<file path="src/rtl/usb_rx_crc.sv">
// Serial CRC residue checker, one bit per enabled cycle, register shifted MSB-out.
// residue_match is combinational from the register; no backpressure, caller gates with enable.
module usb_rx_crc #(
  parameter int                 WIDTH   = 5,
  parameter logic [WIDTH-1:0]   POLY    = '0,
  parameter logic [WIDTH-1:0]   INIT    = '1,
  parameter logic [WIDTH-1:0]   RESIDUE = '0
) (
  input  logic clk,
  input  logic rst,
  input  logic clear,
  input  logic enable,
  input  logic data_bit,
  output logic residue_match
);

  logic [WIDTH-1:0] crc;
  logic             fb;

  assign fb = data_bit ^ crc[WIDTH-1];

  always_ff @(posedge clk or negedge rst) begin
    if (!rst) begin
      crc <= INIT;
    end else if (clear) begin
      crc <= INIT;
    end else if (enable) begin
      crc <= {crc[WIDTH-2:0], 1'b0} ^ (fb ? POLY : '0);
    end
  end

  assign residue_match = (crc == RESIDUE);

endmodule

</file>
<file path="config.mk">
export PLATFORM = sky130hd
export DESIGN_NAME = usb_rx_crc
export DESIGN_NICKNAME = d
export VERILOG_FILES = /design/src/rtl/usb_rx_crc.sv
export SDC_FILE = /design/constraint.sdc
export NUM_CORES = 1
export LEC_CHECK = 0
export BUFFER_PORTS_ARGS = -buffer_cell sky130_fd_sc_hd__buf_2
export CELL_PAD_IN_SITES_DETAIL_PLACEMENT = 2
export CELL_PAD_IN_SITES_GLOBAL_PLACEMENT = 2
export CORE_AREA = 2 2 39 41
export CTS_CLUSTER_DIAMETER = 50
export DETAILED_ROUTE_END_ITERATION = 8
export DIE_AREA = 0 0 41 43
export MAX_ROUTING_LAYER = met4
export PLACE_DENSITY_LB_ADDON = 0.1
export SYNTH_ARGS = -nofsm -noshare
export SYNTH_HDL_FRONTEND = slang
export SYNTH_SLANG_ARGS = --single-unit
</file>
<file path="constraint.sdc">
create_clock -name clk -period 2.9 [get_ports clk]
set_input_delay 0.58 -clock clk [delete_from_list [all_inputs] [get_ports clk]]
set_output_delay 0.58 -clock clk [all_outputs]
set_load 0.05 [all_outputs]
</file>
# == Word level (Yosys, flattened, before mapping) ==
# Cells that the tools add are included.
# op_classes
n_mux,2
n_reduce_logical,2
# op_table
op,n
$mux 5,2
$logic_not 5->1,1
$reduce_bool 2->1,1
# word_totals
elab_cells,5
output_inout_bits,1
reg_bits,5

# == Logic depth before layout (Yosys ltp) ==
# depth
word_depth,2
mapped_depth,2

# == Worst setup path after synthesis ==
# OpenSTA, ideal clock, no wires.
# synth_timing
path_type,reg2out
startpoint,reg crc[2]
endpoint,out residue_match
setup_slack_ps,808
path_stages_with_launch,3
t_arrival_ps,1512
cell_sequence,dfstp_2 -> or4_1 -> nor2_1
# synth_between
elab_chain_len,1
# synth_rtl
item,line_no,source
"start, declared",17,logic [WIDTH-1:0] crc;
"start signal, assigned",28,"crc <= {crc[WIDTH-2:0], 1'b0} ^ (fb ? POLY : '0);"
$logic_not 5->1,32,assign residue_match = (crc == RESIDUE);
"end, declared",14,output logic residue_match
# No other way between the ends.

# == Worst setup path in the final report ==
# Ends and elaborated chain as after synthesis.

==> impl_metrics.ini <==
[cells_and_area]
syn_to_final_growth_pct = 30.6
seqCellArea_sq_um = 131
largest_register_ffs = 5
fin_util = 0.204
nNetsFinal = 31
top_register = crc
drive_gt1_frac = 0.560
diodes = 0
fill_cells = 155
reg.largest.list = crc: 5 flops
multi_input_area_sq_um = 81.3

[placed_design]
port_buffers = 4
place_congestion = 0.592

[sta]
max_freq_mhz = 484
finalClockSkew_ns = 0.000539
tightest_slew_ns = 0.251
rsz0062_at_grt = no
setup_tns_ns = 0
fin_crit_sh = 0.713
hold_viol_final = 0
slew_headroom = 0.834
fin_crit_ns = 2.07
slew_viol_final = 0
finalSetupViolations = 0

[cts]
postCtsSetupBuffers = 0
cts_hold_buf = 0
cts_sinks = 5
numCtsBuffers = 3
root_buffer = clkbuf_4
insertion_delay_ns = 0.23
clk_path_buf_depth = 2
cts_tree = done
cts_resized = 0
path_clk_slew_ns = 0.04
cts_max_level = 1

[run]
maxCapViolations = 0

[grt]
antenna_found_initial = 0
grt_max_degree = 7
grt_pass1_vias = 188
gr-usage-all-layers = 0.0757
grt_overflow = 0
grt_pass1_wl_microns = 765

[synth]
synthSimpleGateAreaFrac = 0.173
ys_types = 10
yosysWarningCount = 0
synth_top_family_by_area = compound AO/OA/AOI/OAI gates
avgSynthCellArea_sq_um = 12.7
async_reset_ff_frac = 1.00
yosys.area_share.xor_xnor = 0
synth-edff-count = 0
synth_most_common_cell = dfstp_2
synth_fa_ha_area_frac = 0
syn_inst = 17
synth.net_count = 22
ys_seq_elements = 5
yosys.area.top_type = dfstp_2
synth_ff_type = dfstp_2
synth_top_area_share = 0.607
muxShareOfSynthArea = 0
synthTopCellsByArea = dfstp_2, a211o_1, and2_1
synth_commonest_cells = dfstp_2, a211o_1, and2_1
ys_seq_area_frac = 0.607
synth.cell_area_sq_um = 216
synth_compound_area_frac = 0.202

[worst_setup_path]
endpoint_kind = primary output
worst-path-max-fanout = 3
arrival_ns = 1.49
crit_type = register to primary output
crit_required_ns = 2.32
cp-start-kind = register

[die]
io-pin-count = 6
core_area_sq_um = 1380
die-area_sq_um = 1760
row_count = 14
die_y_microns = 43
start_util = 0.156
fp.dieW_microns = 41

[routing]
wirelength_microns = 447
dr.pass1.iters = 2
avgViaCountPerCell = 3.88
drc_errors = 0
post_drt_wl_per_cell_microns = 10.9
via_count = 159
drt_iter0_drc = 1
ant_nets = 0

[power]
power_frac_comb = 0.080
power_leakage_nw = 0.120
clockPowerShare = 0.448
seq_power_share = 0.472
vdd_ir_drop_max_mv = 0.174
power.density_nw_per_um2 = 605
swShare = 0.201
p_sw_w = 0.0000345
p_int_w = 0.000137

[status]
outcome = completed

[hold_path]
hold_class = input pin to async pin
worst paths after layout:
kind | from | end | slack (ns) | cells after the start
max in group asynchronous | rst | crc[1] | 2.54 | 1
hold reg to reg | crc[0] | crc[0] | 0.54 | 1
setup / recovery | crc[2] | residue_match | 0.83 | 3
hold / removal | rst | crc[4] | 0.34 | 1
setup reg to reg | crc[2] | crc[3] | 2.03 | 2
min in group clk | crc[0] | crc[0] | 0.54 | 1
layout by cell type (no fill, tap or decap), types with 2 or more instances in the layout:
master | Yosys | routed
clkbuf_4 | 0 | 3
dfstp_2 | 5 | 5
and2_1 | 2 | 2
a211o_1 | 3 | 3
buf_2 | 0 | 4
stage by stage:
stage,cell area [sq um],setup WS (ns),hold WS (ns),power [W],instances
after floorplan,216,0.808,0.432,0.0000884,17
after global placement,256,1.10,0.538,0.0000956,37
after detailed placement,256,1.07,0.540,0.0000957,37
after CTS,283,0.809,0.332,0.000178,41
after global routing,283,0.779,0.334,0.000187,41
final,283,0.833,0.340,0.000171,41
cell families (layout without fill, tap and decap cells):
| family | after synthesis | after routing |
|---|---|---|
| AOI/OAI and AO/OA | 5 | 5 |
| buffers and inverters | 1 | 9 |
| DFF | 5 | 5 |
| and+or+nand+nor | 6 | 6 |
critical path, cell delays in order, from the launching register on:
cell and delay, ns:
dfstp_2 0.36, or4_1 0.52, nor2_1 0.10, buf_2 0.27
layer usage:
metal / track usage / vias up / wire (microns)
met5: - / - / 0
met4: 0.0800 / 0 / 5
met3: 0.0471 / 2 / 24
met2: 0.100 / 3 / 214
met1: 0.0660 / 78 / 202
li1: - / 76 / -
power groups by stage:
stage | logic [W] | registers (W) | clock network [W]
6_report | 0.0000137 | 0.0000808 | 0.0000767
5_1_grt | 0.0000155 | 0.0000816 | 0.0000894
4_1_cts | 0.0000140 | 0.0000810 | 0.0000827
3_5_place_dp | 0.0000140 | 0.0000817 | 0
3_3_place_gp | 0.0000138 | 0.0000817 | 0
2_1_floorplan | 0.00000776 | 0.0000806 | 0
area by class of cell:
type                    count  area share
repair buffers              4      0.0708
well taps                  16      0.0708
inverters                   1      0.0133
multi-input cells          11       0.288
flip-flops and latches      5       0.465
clock buffers               4      0.0929
(Power assumes the default switching activity.)
